`src/rtl/mem_arb_pkg.sv`:
```
// Shared widths, the memory command record and a small sizing helper
// used by the round-robin memory arbiter and its priority picker.
package mem_arb_pkg;

   // 32 x 8 single-port synchronous memory
   localparam int ADDR_W = 5;
   localparam int DATA_W = 8;

   // One memory command as seen on the arbiter side of the command register
   typedef struct packed {
      logic              we;
      logic [ADDR_W-1:0] addr;
      logic [DATA_W-1:0] data;
   } mem_cmd_t;

   // Width of a requester index; never below one bit
   function automatic int ptr_width(input int n);
      return (n > 1) ? $clog2(n) : 1;
   endfunction

endpackage

```
`src/rtl/mem_rr_pick.sv`:
```
// Rotating priority encoder: starting at rr_ptr and wrapping modulo
// NUM_REQ, the first asserted request wins. Purely combinational.
module mem_rr_pick
   import mem_arb_pkg::*;
#(
   parameter int NUM_REQ = 2,
   parameter int PTR_W   = ptr_width(NUM_REQ)
) (
   input  logic [NUM_REQ-1:0] req,
   input  logic [PTR_W-1:0]   rr_ptr,
   output logic [NUM_REQ-1:0] gnt,
   output logic [PTR_W-1:0]   winner,
   output logic               any
);

   logic [PTR_W:0] idx;
   logic           found;

   // Walk the requests from rr_ptr upward and keep the first hit
   always_comb begin
      gnt    = '0;
      winner = '0;
      found  = 1'b0;
      idx    = '0;
      for (int k = 0; k < NUM_REQ; k++) begin
         idx = {1'b0, rr_ptr} + (PTR_W+1)'(k);
         if (idx >= (PTR_W+1)'(NUM_REQ)) begin
            idx = idx - (PTR_W+1)'(NUM_REQ);
         end
         if (!found && req[idx[PTR_W-1:0]]) begin
            found                  = 1'b1;
            gnt[idx[PTR_W-1:0]]    = 1'b1;
            winner                 = idx[PTR_W-1:0];
         end
      end
      any = found;
   end

endmodule

```
`src/rtl/mem_rr_arbiter.sv`:
```
// Round-robin arbiter in front of a single-port 32x8 synchronous memory.
// One command per cycle is registered onto the memory pins; read data
// comes back two edges after the grant together with a one-hot rvalid.
//
// Handshake: req[i] is the requester's valid, gnt[i] its ready. A
// transfer happens on the posedge where req[i] & gnt[i] is 1; until that
// edge the requester keeps req/req_we/req_addr/req_wdata stable. gnt is a
// function of req and rr_ptr only, so it may be used combinationally by
// the requester without creating a loop.
module mem_rr_arbiter
   import mem_arb_pkg::*;
#(
   parameter int NUM_REQ = 2   // supported range 2..8
) (
   input  logic                       clk,
   input  logic                       rst,
   input  logic [NUM_REQ-1:0]         req,
   input  logic [NUM_REQ-1:0]         req_we,
   input  logic [NUM_REQ*ADDR_W-1:0]  req_addr,
   input  logic [NUM_REQ*DATA_W-1:0]  req_wdata,
   output logic [NUM_REQ-1:0]         gnt,
   output logic [NUM_REQ-1:0]         rvalid,
   output logic [DATA_W-1:0]          rdata,
   output logic [ADDR_W-1:0]          mem_addr,
   output logic [DATA_W-1:0]          mem_data_in,
   output logic                       mem_write,
   output logic                       mem_read,
   input  logic [DATA_W-1:0]          mem_data_out
);

   localparam int PTR_W = ptr_width(NUM_REQ);

   logic [PTR_W-1:0]   rr_ptr;
   logic [PTR_W-1:0]   winner;
   logic               any;
   mem_cmd_t           sel_cmd;
   mem_cmd_t           cmd_q;
   logic               cmd_vld;
   logic [NUM_REQ-1:0] tag_q1;
   logic [NUM_REQ-1:0] tag_q2;

   mem_rr_pick #(
      .NUM_REQ (NUM_REQ),
      .PTR_W   (PTR_W)
   ) u_pick (
      .req    (req),
      .rr_ptr (rr_ptr),
      .gnt    (gnt),
      .winner (winner),
      .any    (any)
   );

   // Route the winner's command fields; gnt is one-hot or zero
   always_comb begin
      sel_cmd = '0;
      for (int i = 0; i < NUM_REQ; i++) begin
         if (gnt[i]) begin
            sel_cmd.we   = req_we[i];
            sel_cmd.addr = req_addr[i*ADDR_W +: ADDR_W];
            sel_cmd.data = req_wdata[i*DATA_W +: DATA_W];
         end
      end
   end

   // Priority pointer moves just past the winner; idle cycles leave it alone
   always_ff @(posedge clk or posedge rst) begin
      if (rst) begin
         rr_ptr <= '0;
      end else if (any) begin
         rr_ptr <= (winner == PTR_W'(NUM_REQ-1)) ? '0 : winner + PTR_W'(1);
      end
   end

   // Command register: address always follows a transfer, write data only
   // follows writes, and the valid bit drops on cycles without a transfer
   always_ff @(posedge clk or posedge rst) begin
      if (rst) begin
         cmd_q   <= '0;
         cmd_vld <= 1'b0;
      end else begin
         cmd_vld <= any;
         if (any) begin
            cmd_q.we   <= sel_cmd.we;
            cmd_q.addr <= sel_cmd.addr;
            if (sel_cmd.we) begin
               cmd_q.data <= sel_cmd.data;
            end
         end
      end
   end

   // A single we bit selects the strobe, so read and write never overlap
   assign mem_write   = cmd_vld &  cmd_q.we;
   assign mem_read    = cmd_vld & ~cmd_q.we;
   assign mem_addr    = cmd_q.addr;
   assign mem_data_in = cmd_q.data;

   // Winner tag follows a read through the command stage and the memory
   // stage; reset flushes any read still in flight
   always_ff @(posedge clk or posedge rst) begin
      if (rst) begin
         tag_q1 <= '0;
         tag_q2 <= '0;
      end else begin
         tag_q1 <= (any && !sel_cmd.we) ? gnt : '0;
         tag_q2 <= tag_q1;
      end
   end

   assign rvalid = tag_q2;
   assign rdata  = mem_data_out;

endmodule
```
`config.mk`:
```
export PLATFORM = sky130hd
export DESIGN_NAME = mem_rr_arbiter
export DESIGN_NICKNAME = d
export VERILOG_FILES = /design/src/rtl/mem_arb_pkg.sv /design/src/rtl/mem_rr_pick.sv /design/src/rtl/mem_rr_arbiter.sv
export SDC_FILE = /design/constraint.sdc
export NUM_CORES = 1
export LEC_CHECK = 0
export ABC_AREA = 1
export BUFFER_PORTS_ARGS = -buffer_cell sky130_fd_sc_hd__clkbuf_2
export CAP_MARGIN = 20
export CORE_ASPECT_RATIO = 1.5
export CORE_MARGIN = 2
export CORE_UTILIZATION = 30
export CTS_BUF_LIST = sky130_fd_sc_hd__clkbuf_8 sky130_fd_sc_hd__clkbuf_16
export CTS_CLUSTER_DIAMETER = 40
export DETAILED_ROUTE_END_ITERATION = 12
export PLACE_DENSITY = 0.66
export SETUP_SLACK_MARGIN = 0.1
export SLEW_MARGIN = 40
export SYNTH_ARGS = -nofsm -noshare
export SYNTH_HDL_FRONTEND = slang
export SYNTH_SLANG_ARGS = --single-unit
export TNS_END_PERCENT = 5
```
`constraint.sdc`:
```
create_clock -name clk -period 1.3 [get_ports clk]
set_clock_uncertainty 0.1 [all_clocks]
set_input_delay 0.13 -clock clk [delete_from_list [all_inputs] [get_ports clk]]
set_output_delay 0.13 -clock clk [all_outputs]
set_load 0.02 [all_outputs]
```
==> flow_summary_export.csv <==
group,metric,value,unit
worst_setup_path,crit_fanout,3,
global_routing,grt-ovfl-total,0,
worst_setup_path,rr_worst_depth,6,
cells_and_area,num-nets-final,225,
drt,wl_per_cell,11.6,um
cells_and_area,fillers,372,
clocking,clock_latency,260,ps
clocking,cts_root_buffer,"clkbuf_8",
floorplanning,start_util,31.6,%
placed_design,pre_cts_ws,105,ps
cells_and_area,syn_to_final_growth,36.3,%
clocking,clkSlewWorstSetupHoldPaths,70,ps
yosys,synth.area.top_cells,"dfrtp_1 46%, buf_4 16%, nand3_1 15%",
yosys,synth_top_cell_by_area,"dfrtp_1",
yosys,yosys_warnings,0,
worst_hold_path,hold_class,"primary input to flip-flop",
yosys,avgSynthCellArea,8.07,um^2
drt,avgViaCountPerCell,4.38,
yosys,synth_nets,175,
timing,finalCritPeriodShare,96.8,%
worst_setup_path,rrSetupSlack,90,ps
drt,dr.pass1.iters,3,
timing,timing.fmax,795,MHz
global_routing,grt_pass1_vias,1030,
worst_hold_path,whs_endpoint,"mem_addr[4]",
timing,setup_slack,42.1,ps
placed_design,dpl.hpwl,1920,um
floorplanning,core_area,0.00345,mm^2
timing,min_period,1260,ps
global_routing,grt_max_degree,21,
pwr,p_sw,0.555,mW
pwr,p_seq_share,40.1,%
drt,wl,2620,um
cells_and_area,layout-drive-gt1-share,39.1,%
drt,first_iter_violations,14,
timing,slew_headroom,68.8,%
clocking,cts.sinks,20,
pwr,power_frac_comb,27.6,%
worst_setup_path,crit_required,1070,ps
drt,antenna_left,0,
worst_hold_path,holdPathStages,3,
pwr,p_clk_share,32.3,%
yosys,synth_area,0.00109,mm^2
floorplanning,ioPinCount,67,
cells_and_area,finish.instance_area,0.00149,mm^2
yosys,synth_seq_cells,20,
placed_design,placed_cell_area,0.00126,mm^2
placed_design,gp_congestion,0.791,
timing,setup_violations,0,
drt,num_vias,990,
drt,post-route-drc-count,0,
pwr,cellLeakagePower,0.854,nW
pwr,ir_drop,0.509,mV
timing,worst_pin_slew,466,ps
worst_setup_path,timing.rr.end,"mem_addr[1]",
timing,timing.hold.ws,13.6,ps
yosys,yosysUniqueCellTypes,12,
yosys,netlist.area_leader.share,45.9,%
pwr,p_per_area,1270,mW/mm^2
floorplanning,die_area,0.00414,mm^2
worst_setup_path,cp-start-kind,"flip-flop",
cells_and_area,final_cell_count_no_fill,226,
timing,hold_viol_final,0,
clocking,clockBufferDepth,2,
yosys,syn_inst,135,
floorplanning,die_w,53.2,um
placed_design,numPortBuffers,50,
floorplanning,die_y,77.8,um
timing,drv_slew,0,
timing,rsz0062_at_grt,"yes",
pwr,internal_power,1.34,mW
global_routing,antenna_found_initial,0,
clocking,h-tree-depth,1,
cells_and_area,insertedDiodeCount,0,
flow_run,cap_violations,0,
floorplanning,rows,26,
worst_hold_path,min-delay-start,"req_addr[4]",
worst_setup_path,critPathKind,"flip-flop to output port",
yosys,yosysSeqAreaShare,45.9,%
clocking,cts_tree,"built",
pwr,switching_share,29.4,%
clocking,cts_buffers,3,
status,status,"finished, final reports clean",
global_routing,grt_pass1_wl,4210,um
placed_design,place_inst,210,
timing,tns,0,ps
worst_setup_path,crit_path_end_kind,"output port",
global_routing,grt_usage,13.9,%
worst_setup_path,worstPathArrival,1030,ps
-- worst max-delay path, stage by stage (launching register included) --
cell,delay (ps)
dfrtp_1,370
inv_2,70
a21boi_4,190
buf_8,140
-- area by class of cell --
| class | count | area, um^2 | area share [%] |
|---|---|---|---|
| clock inverters | 1 | 30.0 | 2.02 |
| inverters | 7 | 26.3 | 1.77 |
| clock buffers | 3 | 41.3 | 2.78 |
| flip-flops and latches | 20 | 500 | 33.7 |
| multi-input cells | 83 | 389 | 26.2 |
| repair buffers | 70 | 445 | 30.0 |
| well taps | 42 | 52.6 | 3.54 |
-- per-layer routing --
layer,vias to the layer above,share of wire [%],track usage [%]
met2,36,51,23.0
li1,510,-,-
met1,429,38,14.3
met5,-,0,0
met4,0,6.4,12.8
met3,15,4.8,1.73
-- layout by cell type (no fill, tap or decap) --
cell	instances
clkbuf_8	3
nand3_1	32
nand2_1	41
nand3_2	1
buf_4	10
nand2_4	1
o21ai_0	1
buf_8	2
dfrtp_1	20
dlygate4sd3_1	10
bufinv_16	1
a21boi_4	1
nor2_1	3
inv_2	2
nand2_2	3
clkbuf_2	48
inv_1	5
-- kinds of logic after synthesis --
| family | synth area share, % |
|---|---|
| buf+inv | 19.7 |
| simple gates | 32.8 |
| flops | 45.9 |
| compound gates | 1.49 |
-- registers in the layout, summed over array words and instances (netlist names), named ones only --
| name | flops |
|---|---|
| rvalid | 2 |
| cmd_q | 1 |
| mem_addr | 5 |
| tag_q1 | 2 |
| cmd_vld | 1 |
| mem_data_in | 8 |
-- synth_stat cells, drive strengths merged --
master,number
nand3,33
buf,25
nand2,45
dfrtp,20
a21boi,1
o21ai,1
inv,7
nor2,3
-- power by group through the flow --
stage	combinational [mW]	sequential [mW]	clock, mW
detailed placement	0.471	0.770	0
finish	0.523	0.757	0.611
floorplan	0.413	0.763	0
global placement	0.465	0.771	0
global route	0.572	0.770	0.645
CTS	0.521	0.758	0.628
-- worst max path at each step --
stage	from	endpoint	slack, ps	cells after the start
finish	flip-flop	gnt[1]	40	3
global route	flip-flop	gnt[1]	10	3
CTS	flip-flop	gnt[1]	10	3
detailed placement	flip-flop	mem_data_in[3]	110	6
global placement	flip-flop	mem_data_in[4]	130	6
floorplan	flip-flop	cmd_q[13]	170	5
-- through the flow --
stage,utilization (%),power [mW]
global route,43.1,1.99
finish,43.1,1.89
CTS,42.9,1.91
global placement,36.6,1.24
detailed placement,36.6,1.24
floorplan,-,1.18
-- timing repair --
item | in CTS | in global routing
gates resized for setup | 8 | 3
hold endpoints to repair | 25 | 0
endpoints found under the setup margin | 10 | 17
buffers inserted | 2 | 0
pin swaps | 1 | 2
hold buffers | 10 | 0
Power figures use the tool's default switching activity.
